File: src/rtl/fir_coef_loader.sv
// fir_coef_loader: coefficient bank and load sequencer for the transposed FIR.
// Streams L taps serially into the filter, then passes samples through.
module fir_coef_loader #(
    parameter int W1 = 9,
    parameter int L  = 15,
    parameter int AW = 4
) (
    input  logic                 clk,
    input  logic                 reset,
    input  logic                 cfg_we,
    input  logic [AW-1:0]        cfg_addr,
    input  logic signed [W1-1:0] cfg_data,
    input  logic                 load_req,
    input  logic                 s_valid,
    input  logic signed [W1-1:0] s_data,
    output logic                 load_x,
    output logic signed [W1-1:0] c_out,
    output logic signed [W1-1:0] x_out,
    output logic                 busy,
    output logic                 load_done,
    output logic [15:0]          drop_cnt
);

    typedef enum logic [1:0] {
        IDLE = 2'd0,
        LOAD = 2'd1,
        RUN  = 2'd2
    } state_e;

    localparam logic [AW-1:0] LAST = AW'(L - 1);

    state_e                state_q, state_d;
    logic [AW-1:0]         k_q, k_d;
    logic                  first_q, first_d;
    logic signed [W1-1:0]  bank_q [L];

    logic                  load_x_q, load_x_d;
    logic signed [W1-1:0]  c_out_q, c_out_d;
    logic signed [W1-1:0]  x_out_q, x_out_d;
    logic                  busy_q, busy_d;
    logic                  done_q, done_d;
    logic [15:0]           drop_q, drop_d;

    logic                  wr_ok;

    // The bank is frozen while it is being streamed out
    assign wr_ok = cfg_we && (state_q != LOAD) && (cfg_addr <= LAST);

    // State, tap counter and first-RUN-cycle flag
    always_ff @(posedge clk or posedge reset) begin
        if (reset) begin
            state_q <= IDLE;
            k_q     <= '0;
            first_q <= 1'b0;
        end else begin
            state_q <= state_d;
            k_q     <= k_d;
            first_q <= first_d;
        end
    end

    // Next state: load_req only starts a load outside LOAD
    always_comb begin
        state_d = state_q;
        k_d     = k_q;
        first_d = 1'b0;
        unique case (state_q)
            IDLE: begin
                if (load_req) begin
                    state_d = LOAD;
                    k_d     = '0;
                end
            end
            LOAD: begin
                if (k_q == LAST) begin
                    state_d = RUN;
                    first_d = 1'b1;
                end else begin
                    k_d = k_q + AW'(1);
                end
            end
            RUN: begin
                if (load_req) begin
                    state_d = LOAD;
                    k_d     = '0;
                end
            end
            default: state_d = IDLE;
        endcase
    end

    // Output next-values; all outputs are registered below
    always_comb begin
        load_x_d = 1'b1;
        c_out_d  = '0;
        x_out_d  = '0;
        busy_d   = 1'b0;
        done_d   = 1'b0;
        drop_d   = drop_q;
        unique case (state_q)
            LOAD: begin
                load_x_d = 1'b0;
                busy_d   = 1'b1;
                c_out_d  = bank_q[k_q];
                if (s_valid && (drop_q != 16'hFFFF)) begin
                    drop_d = drop_q + 16'd1;
                end
            end
            RUN: begin
                x_out_d = s_valid ? s_data : '0;
                done_d  = first_q;
            end
            default: ;
        endcase
    end

    // Registered outputs
    always_ff @(posedge clk or posedge reset) begin
        if (reset) begin
            load_x_q <= 1'b1;
            c_out_q  <= '0;
            x_out_q  <= '0;
            busy_q   <= 1'b0;
            done_q   <= 1'b0;
            drop_q   <= '0;
        end else begin
            load_x_q <= load_x_d;
            c_out_q  <= c_out_d;
            x_out_q  <= x_out_d;
            busy_q   <= busy_d;
            done_q   <= done_d;
            drop_q   <= drop_d;
        end
    end

    // Coefficient bank, cleared on reset
    always_ff @(posedge clk or posedge reset) begin
        if (reset) begin
            for (int i = 0; i < L; i++) begin
                bank_q[i] <= '0;
            end
        end else if (wr_ok) begin
            bank_q[cfg_addr] <= cfg_data;
        end
    end

    assign load_x    = load_x_q;
    assign c_out     = c_out_q;
    assign x_out     = x_out_q;
    assign busy      = busy_q;
    assign load_done = done_q;
    assign drop_cnt  = drop_q;

endmodule

File: config.mk
export PLATFORM = sky130hd
export DESIGN_NAME = fir_coef_loader
export DESIGN_NICKNAME = d
export VERILOG_FILES = /design/src/rtl/fir_coef_loader.sv
export SDC_FILE = /design/constraint.sdc
export NUM_CORES = 1
export LEC_CHECK = 0
export CAP_MARGIN = 20
export CORE_MARGIN = 5
export CORE_UTILIZATION = 40
export CTS_CLUSTER_SIZE = 28
export DETAILED_ROUTE_END_ITERATION = 16
export PLACE_DENSITY = 0.69
export SLEW_MARGIN = 20
export SYNTH_ARGS = -nofsm -noshare
export SYNTH_HDL_FRONTEND = slang
export SYNTH_SLANG_ARGS = --single-unit
File: constraint.sdc
create_clock -name clk -period 8.1 [get_ports clk]
set_input_delay 2.43 -clock clk [delete_from_list [all_inputs] [get_ports clk]]
set_output_delay 2.43 -clock clk [all_outputs]
set_load 0.02 [all_outputs]
==> flow_metrics.py, run 1 <==
metrics = {
    "timing": {
        "slew_viol_final": 0,
        "hold_viol": 0,
        "tightestPinTransition_ns": 0.7585,
        "fin_crit_sh": 0.5146,
        "tns_ns": 0,
        "setup_viol": 0,
        "timing.slew.headroom": 0.4933,
        "period_minus_slack_ns": 4.169,
        "skew_ns": 0.005134,
        "fin_hold_ws_ns": 0.4828,
        "max_freq_mhz": 239.9,
        "fin_ws_ns": 3.931,
        "grt_setup_unrepaired": "no",
    },
    "clock_tree": {
        "cts_root_buf": "clkbuf_16",
        "cts_resized": 0,
        "cts.sinks": 179,
        "cts-buffers-inserted": 17,
        "cts.clk_slew.worst_paths_ns": 0.06,
        "cts_setup_buffers": 0,
        "cts_max_level": 4,
        "clk_path_buf_depth": 2,
        "cts_hold_buf": 0,
        "insertion_delay_ns": 0.43,
        "cts_tree": "built",
    },
    "synthesis": {
        "yosysWarnings": 0,
        "synthFlopType": "dfrtp_1",
        "synth_top_cell_area_share": 0.5549,
        "synthSimpleGateAreaFrac": 0.07357,
        "synth_area_mm2": 0.008028,
        "synth-compound-area-share": 0.04754,
        "seq_area_frac_synth": 0.5581,
        "syn-instance-count": 550,
        "synth_top_family_by_area": "multiplexers",
        "synth_top_area_cell": "dfrtp_1",
        "synthXorXnorAreaFrac": 0.01418,
        "synthAdderAreaFrac": 0.004676,
        "syn_area_per_cell_um2": 14.60,
        "netlist_top_cells_area": "dfrtp_1 55%, mux2_1 19%, mux4_2 7.0%, mux2i_1 1.2%, and2_1 1.1%",
        "synthArstFlopShare": 1.000,
        "synth.distinct_cells": 57,
        "syn-num-nets": 580,
        "synth_edf_count": 0,
        "synth_seq_cells": 179,
        "synth.mux.area_fraction": 0.2809,
    },
    "global_route": {
        "antenna_found_initial": 0,
        "overflow": 0,
        "grt_pass1_vias": 5111,
        "grt_start_max_net_pins": 83,
        "grtUsageTotal": 0.1610,
        "grt_pass1_wl_um": 28260,
    },
    "setup_path": {
        "cp_max_fo": 9,
        "startpoint_type": "input pin",
        "cp_data_arrival_time_ns": 4.47,
        "cp_slowest_stage_delay_ns": 0.71,
        "cp_top_family": "simple AND/OR/NAND/NOR gates",
        "path_buf_inv": 1,
        "slowest_stage": "nor2_2",
        "cp_data_required_time_ns": 8.40,
        "cp_cell_sequence": "clkdlybuf4s50_1 > nand4b_1 > nor2_2 > mux2_1",
        "worstSetupPathType": "in2reg",
        "endpoint_kind": "register",
    },
    "cells_and_area": {
        "antenna_cells": 0,
        "fillCellCount": 1710,
        "layout_commonest_cell": "dfrtp_1",
        "final_cell_mix": "176 x dfrtp_1, 135 x mux2_1, 63 x clkdlybuf4s50_1",
        "nets": 636,
        "drive_gt1_frac": 0.1456,
        "syn2layout_area_growth_pct": 17.92,
        "post-route-util": 0.4832,
    },
    "detailed_routing": {
        "route.detailed.drc": 0,
        "wl_um": 17320,
        "routed-via-count": 4814,
        "wl_per_cell_um": 19.61,
        "viasPerCell": 5.452,
        "dr.pass1.iters": 4,
        "drt_iter0_markers": 288,
        "ant_nets": 0,
    },
    "flow_run": {
        "max_cap_viol_count": 0,
    },
    "floorplanning": {
        "die-area_mm2": 0.02300,
        "rows": 51,
        "die_y_um": 151.7,
        "core_area_mm2": 0.01959,
        "initial_core_util": 0.4098,
        "ios": 64,
        "die_w_um": 151.7,
    },
    "power_and_ir_drop": {
        "p_leak_nw": 4.313,
        "ir_worst_vdd_uv": 179.6,
        "powerDensity_mw_per_mm2": 322.1,
        "power_mw": 3.049,
    },
    "placement": {
        "dpl.hpwl_um": 11420,
        "pre_cts_slack_ns": 3.551,
        "place_congestion": 0.8389,
        "portBuffers": 63,
    },
    "outcome": {
        "status": "complete, no violations",
    },
    "min_path": {
        "hold_class": "reg2reg",
    },
}
-- cells by family after synthesis --
logic type / after synthesis
multiplexers: 176
flip-flops: 179
XOR/XNOR: 13
adder cells (fa/ha/maj): 3
buffers and inverters: 38
AO/OA/AOI/OAI: 50
AND/OR/NAND/NOR: 91
-- per-layer routing --
layer | vias to the layer above | global-route usage | share of wire
met3 | 19 | 0.03896 | 0.053
li1 | 2149 | - | -
met1 | 2523 | 0.2146 | 0.45
met4 | 0 | 0.04627 | 0.010
met5 | - | 0 | 0
met2 | 123 | 0.2638 | 0.49
-- final timing paths --
| kind | from | to | slack (ns) | cells after the start |
|---|---|---|---|---|
| worst max register to register | state_q[0]$_DFFE_PP0P_ | bank_q[66]$_DFFE_PP0P_ | 5.47 | 4 |
| worst min register to register | first_q$_DFF_PP0_ | load_done$_DFF_PP0_ | 0.48 | 2 |
| min in group asynchronous | reset | bank_q[97]$_DFFE_PP0P_ | 2.38 | 2 |
| worst max-delay path | cfg_addr[3] | bank_q[66]$_DFFE_PP0P_ | 3.93 | 4 |
| worst min-delay path | first_q$_DFF_PP0_ | load_done$_DFF_PP0_ | 0.48 | 2 |
| max in group asynchronous | reset | bank_q[15]$_DFFE_PP0P_ | 4.65 | 3 |
-- final cells by class --
class / count / area (um^2) / share of cell area
tap: 265 / 331.6 / 0.03503
multi-input combinational: 333 / 3378 / 0.3569
timing repair buffer: 67 / 664.4 / 0.07018
clock buffer: 23 / 498.0 / 0.05260
sequential: 179 / 4483 / 0.4736
inverter: 8 / 35.03 / 0.003701
clock inverter: 8 / 76.32 / 0.008062
-- cell usage after synthesis (6+ instances only) --
library cell,n
nand3_1,7
xor2_1,7
mux2i_1,10
nand2_1,11
inv_1,6
dfrtp_1,178
buf_2,9
nor2_2,8
o21ai_1,6
a211oi_1,6
and2_1,14
mux2_1,135
nor3_1,7
nand2b_1,8
clkbuf_1,18
mux4_2,25
xnor2_1,6
nor2_1,10
-- stage by stage --
stage / std cells / cell area (um^2)
2_1_floorplan: 550 / 8028
3_3_place_gp: 852 / 8889
3_5_place_dp: 852 / 8889
4_1_cts: 883 / 9463
5_1_grt: 883 / 9467
6_report: 883 / 9467
-- sequential cells by signal, indices dropped and copies added (netlist names) --
register   flops
bank_q       135
load_x         1
c_out          9
state_q        2
k_q            4
busy           1
x_out          9
first_q        1
load_done      1
drop_cnt      16
-- power breakdown --
part           total [mW]  internal, mW  switching [mW]
logic               0.914         0.457           0.457
clock network       0.797         0.461           0.336
registers            1.34          1.18           0.159
total                3.05          2.10           0.951
-- worst reg2reg max path: cells and delay by family, from the launching register on --
kind	cells	cell delay (ns)
DFF	1	0.40
and+or+nand+nor	3	1.71
muxes	1	0.41
Power figures use the tool's default switching activity.
==> run 2, diff against run 1 <==
==> constraint.sdc (replaced) <==
create_clock -name clk -period 4 [get_ports clk]
set_input_delay 1.2 -clock clk [delete_from_list [all_inputs] [get_ports clk]]
set_output_delay 1.2 -clock clk [all_outputs]
set_load 0.02 [all_outputs]
==> flow_metrics.py, run 2 (synthesis gave the netlist of run 1 again) <==
metrics = {
    "setup_path": {
        "startpoint_type": "input pin",
        "timing.rr.end": "bank_q[114]$_DFFE_PP0P_",
        "worstSetupPathType": "in2reg",
        "cp_max_fo": 9,
        "endpoint_kind": "register",
        "path_buf_inv": 1,
        "slowest_stage": "clkdlybuf4s50_1",
        "r2r_cells": 5,
        "cp_data_arrival_time_ns": 3.17,
        "reg2reg_slack_ns": 1.53,
        "reg2reg_from": "state_q[0]$_DFFE_PP0P_",
        "cp_data_required_time_ns": 4.30,
        "cp_cell_sequence": "clkdlybuf4s50_1 > nand2b_1 > nor2_2 > mux2_1",
        "cp_top_family": "simple AND/OR/NAND/NOR gates",
        "cp_slowest_stage_delay_ns": 0.64,
    },
    "floorplanning": {
        "core_area_mm2": 0.01959,
        "die_w_um": 151.7,
        "ios": 64,
        "die-area_mm2": 0.02300,
        "initial_core_util": 0.4098,
        "rows": 51,
        "die_y_um": 151.7,
    },
    "placement": {
        "place_area_mm2": 0.008955,
        "place_congestion": 0.8535,
        "portBuffers": 63,
        "dpl.hpwl_um": 12110,
    },
    "clock_tree": {
        "insertion_delay_ns": 0.42,
        "cts.sinks": 179,
        "cts-buffers-inserted": 17,
        "cts_hold_buf": 0,
        "cts_max_level": 4,
        "cts_tree": "built",
        "cts_setup_buffers": 0,
        "clk_path_buf_depth": 2,
        "cts.clk_slew.worst_paths_ns": 0.06,
        "cts_resized": 0,
        "cts_root_buf": "clkbuf_16",
    },
    "detailed_routing": {
        "wl_per_cell_um": 19.63,
        "route.detailed.drc": 0,
        "drt_iter0_markers": 257,
        "routed-via-count": 4851,
        "ant_nets": 0,
        "wl_um": 17430,
        "viasPerCell": 5.463,
        "dr.pass1.iters": 4,
    },
    "cells_and_area": {
        "design_area_mm2": 0.009540,
        "drive_gt1_frac": 0.1509,
        "antenna_cells": 0,
        "regMostFlops": "bank_q",
        "post-route-util": 0.4870,
        "nets": 640,
        "syn2layout_area_growth_pct": 18.84,
        "layout_commonest_cell": "dfrtp_1",
        "largest_register_ffs": 135,
        "final_cell_mix": "176 x dfrtp_1, 135 x mux2_1, 63 x clkdlybuf4s50_1",
    },
    "timing": {
        "period_minus_slack_ns": 2.865,
        "fin_hold_ws_ns": 0.4816,
        "max_freq_mhz": 349.0,
        "slew_viol_final": 0,
        "timing.slew.headroom": 0.3693,
        "tightestPinTransition_ns": 0.9460,
        "skew_ns": 0.009073,
        "hold_viol": 0,
        "tns_ns": 0,
        "fin_crit_sh": 0.7163,
        "grt_setup_unrepaired": "no",
        "setup_viol": 0,
    },
    "outcome": {
        "status": "complete, no violations",
    },
    "power_and_ir_drop": {
        "p_leak_nw": 4.348,
        "powerDensity_mw_per_mm2": 654.6,
        "ir_worst_vdd_uv": 352.8,
    },
    "global_route": {
        "grtUsageTotal": 0.1625,
        "grt_pass1_vias": 5239,
        "antenna_found_initial": 0,
        "overflow": 0,
        "grt_pass1_wl_um": 28580,
        "grt_start_max_net_pins": 60,
    },
    "min_path": {
        "hold_class": "reg2reg",
        "hold_end": "bank_q[68]$_DFFE_PP0P_",
        "whs_path_depth": 1,
        "hp-start": "bank_q[68]$_DFFE_PP0P_",
    },
    "flow_run": {
        "max_cap_viol_count": 0,
    },
}
[run 2: cell types whose count changed in the layout (fill, tap and decap cells not counted), moves of 2 or more]
cell / delta
buf_12: +3
buf_4: +2
clkbuf_8: -3
inv_6: +2
[run 2: how the worst max path moves through the flow]
stage	endpoint	slack, ns	start	cells past startpoint
2_1_floorplan	bank_q[0]$_DFFE_PP0P_	0.51	reset	1
4_1_cts	bank_q[46]$_DFFE_PP0P_	1.12	cfg_addr[0]	4
5_1_grt	bank_q[46]$_DFFE_PP0P_	1.02	cfg_addr[0]	4
6_report	bank_q[46]$_DFFE_PP0P_	1.13	cfg_addr[1]	4
3_5_place_dp	bank_q[46]$_DFFE_PP0P_	0.67	cfg_addr[0]	4
3_3_place_gp	bank_q[120]$_DFFE_PP0P_	0.75	cfg_addr[1]	4
[run 2: report_power, final]
group | internal, mW | leakage, nW | total (mW) | switching (mW)
combinational | 0.935 | 1.69 | 1.76 | 0.825
clock | 0.957 | 0.284 | 1.65 | 0.691
sequential | 2.39 | 2.37 | 2.84 | 0.450
total | 4.28 | 4.35 | 6.24 | 1.97
[run 2: final cells by class]
cell class                      instances  area (um^2)
Fill cell                            1680        10050
Sequential cell                       179         4483
Multi-Input combinational cell        333         3378
Timing Repair Buffer                   71        728.2
Clock buffer                           21        460.4
Tap cell                              265        331.6
Clock inverter                         11        125.1
Inverter                                8        33.78
[run 2: per-layer routing]
metal	track usage	part of all wire
met1	0.2121	0.44
met2	0.2660	0.49
met3	0.04194	0.056
met4	0.05301	0.014
met5	0	0
[run 2: per-stage QoR]
stage                     setup slack (ns)  total power [mW]  std cells
after floorplan                     0.5062             4.029        550
after global placement              0.7454             4.550        856
after detailed placement            0.6708             4.644        856
after CTS                            1.119             6.303        888
after global routing                 1.017             6.600        888
final                                1.135             6.245        888
==> run 3, diff against run 2 <==
--- a/config.mk
+++ b/config.mk
@@ -10,7 +10,7 @@
 export CORE_UTILIZATION = 40
 export CTS_CLUSTER_SIZE = 28
 export DETAILED_ROUTE_END_ITERATION = 16
-export PLACE_DENSITY = 0.69
+export PLACE_DENSITY = 0.72
 export SLEW_MARGIN = 20
 export SYNTH_ARGS = -nofsm -noshare
 export SYNTH_HDL_FRONTEND = slang
==> constraint.sdc (replaced) <==
create_clock -name clk -period 2.51 [get_ports clk]
set_input_delay 0.753 -clock clk [delete_from_list [all_inputs] [get_ports clk]]
set_output_delay 0.753 -clock clk [all_outputs]
set_load 0.02 [all_outputs]
==> flow_metrics.py, run 3 (synthesis gave the netlist of run 1 again) <==
metrics = {
    "outcome": {
        "status": "complete, no violations",
    },
    "setup_path": {
        "cp_max_fo": 6,
        "slowest_stage": "clkdlybuf4s50_1",
        "startpoint_type": "register",
        "cp_cell_sequence": "clkdlybuf4s50_1",
        "endpoint_kind": "output port",
        "cp_top_family": "buffers and inverters",
        "cp_data_required_time_ns": 1.76,
        "reg2reg_slack_ns": 0.39,
        "worstSetupPathType": "reg2out",
        "cp_data_arrival_time_ns": 1.54,
        "crit_cells": 1,
        "cp_slowest_stage_delay_ns": 0.65,
        "path_buf_inv": 1,
        "r2r_cells": 4,
    },
    "clock_tree": {
        "cts.sinks": 179,
        "cts-buffers-inserted": 17,
        "insertion_delay_ns": 0.43,
        "cts_hold_buf": 0,
        "clk_path_buf_depth": 2,
        "cts_resized": 0,
        "cts_setup_buffers": 0,
        "cts_root_buf": "clkbuf_16",
        "cts_tree": "built",
        "cts.clk_slew.worst_paths_ns": 0.06,
        "cts_max_level": 4,
    },
    "detailed_routing": {
        "wl_per_cell_um": 19.61,
        "route.detailed.drc": 0,
        "routed-via-count": 4900,
        "dr.pass1.iters": 5,
        "wl_um": 17960,
        "viasPerCell": 5.349,
        "ant_nets": 0,
        "drt_iter0_markers": 318,
    },
    "cells_and_area": {
        "final_cell_mix": "176 x dfrtp_1, 135 x mux2_1, 63 x clkdlybuf4s50_1",
        "nets": 668,
        "layout_commonest_cell": "dfrtp_1",
        "antenna_cells": 0,
        "largest_register_ffs": 135,
        "drive_gt1_frac": 0.1874,
        "post-route-util": 0.5032,
        "regMostFlops": "bank_q",
        "syn2layout_area_growth_pct": 22.80,
    },
    "power_and_ir_drop": {
        "p_leak_nw": 4.492,
        "ir_worst_vdd_uv": 634.3,
        "powerDensity_mw_per_mm2": 998.1,
    },
    "global_route": {
        "grt_pass1_vias": 5315,
        "grt_start_max_net_pins": 42,
        "antenna_found_initial": 0,
        "overflow": 0,
        "grtUsageTotal": 0.1672,
        "grt_pass1_wl_um": 29000,
    },
    "timing": {
        "hold_viol": 0,
        "timing.slew.headroom": 0.4856,
        "setup_viol": 0,
        "slew_viol_final": 0,
        "fin_hold_ws_ns": 0.4728,
        "fin_crit_sh": 0.9153,
        "period_minus_slack_ns": 2.297,
        "tightestPinTransition_ns": 0.7657,
        "grt_setup_unrepaired": "no",
        "skew_ns": 0.008657,
        "max_freq_mhz": 435.3,
    },
    "floorplanning": {
        "core_area_mm2": 0.01959,
        "die-area_mm2": 0.02300,
        "initial_core_util": 0.4098,
        "rows": 51,
        "die_y_um": 151.7,
        "ios": 64,
        "die_w_um": 151.7,
    },
    "min_path": {
        "hold_class": "reg2reg",
        "whs_path_depth": 2,
    },
    "placement": {
        "place_congestion": 0.8255,
        "portBuffers": 63,
        "dpl.hpwl_um": 12420,
    },
    "flow_run": {
        "max_cap_viol_count": 0,
    },
}
==> run 3: changes by cell type in the layout (fill, tap and decap cells not counted), sizes merged <==
| cell | change |
|---|---|
| buf | +28 |
| bufinv | -2 |
| clkbuf | -1 |
| clkinv | +2 |
| clkinvlp | +3 |
| inv | -2 |
==> run 3: worst paths after layout <==
check                                              from                 endpoint
worst max-delay path            drop_cnt[3]$_DFFE_PP0P_              drop_cnt[3]
worst min-delay path                  first_q$_DFF_PP0_      load_done$_DFF_PP0_
worst max register to register  drop_cnt[3]$_DFFE_PP0P_  drop_cnt[1]$_DFFE_PP0P_
worst min register to register        first_q$_DFF_PP0_      load_done$_DFF_PP0_
max in group asynchronous                         reset  bank_q[130]$_DFFE_PP0P_
min in group asynchronous                         reset   bank_q[70]$_DFFE_PP0P_
==> run 3: routing by layer <==
layer | up-vias | wire length [um] | part of all wire | track usage
met3 | 14 | 1064 | 0.059 | 0.03986
met1 | 2556 | 7733 | 0.43 | 0.2189
met2 | 128 | 8973 | 0.50 | 0.2807
met4 | 0 | 187 | 0.010 | 0.04492
met5 | - | 0 | 0 | 0
li1 | 2202 | - | - | -
==> run 3: through the flow <==
step           cell area [um^2]  power [mW]  std cells  TNS, ns  worst slack, ns
2_1_floorplan              8031       6.420        550   -95.55          -0.5368
6_report                   9858       9.840        916        0           0.2127
3_5_place_dp               9328       7.521        884  -0.1253         -0.03106
5_1_grt                    9858       10.41        916        0           0.1676
4_1_cts                    9858       9.948        916        0           0.1932
3_3_place_gp               9328       7.339        884  -0.1354         -0.02486
==> run 3: where the power goes <==
| group | total, mW | leakage [nW] | switching, mW | internal, mW |
|---|---|---|---|---|
| registers | 4.45 | 2.37 | 0.642 | 3.80 |
| clock network | 2.39 | 0.248 | 1.10 | 1.29 |
| logic | 3.00 | 1.88 | 1.42 | 1.58 |
| total | 9.84 | 4.49 | 3.17 | 6.67 |
==> run 3: cell type report <==
| type | count | area [um^2] |
|---|---|---|
| tap | 265 | 331.6 |
| inverter | 8 | 33.78 |
| timing repair buffer | 99 | 1101 |
| clock buffer | 20 | 446.7 |
| clock inverter | 12 | 83.83 |
| multi-input combinational | 333 | 3378 |
| sequential | 179 | 4483 |
| fill | 1664 | 9732 |
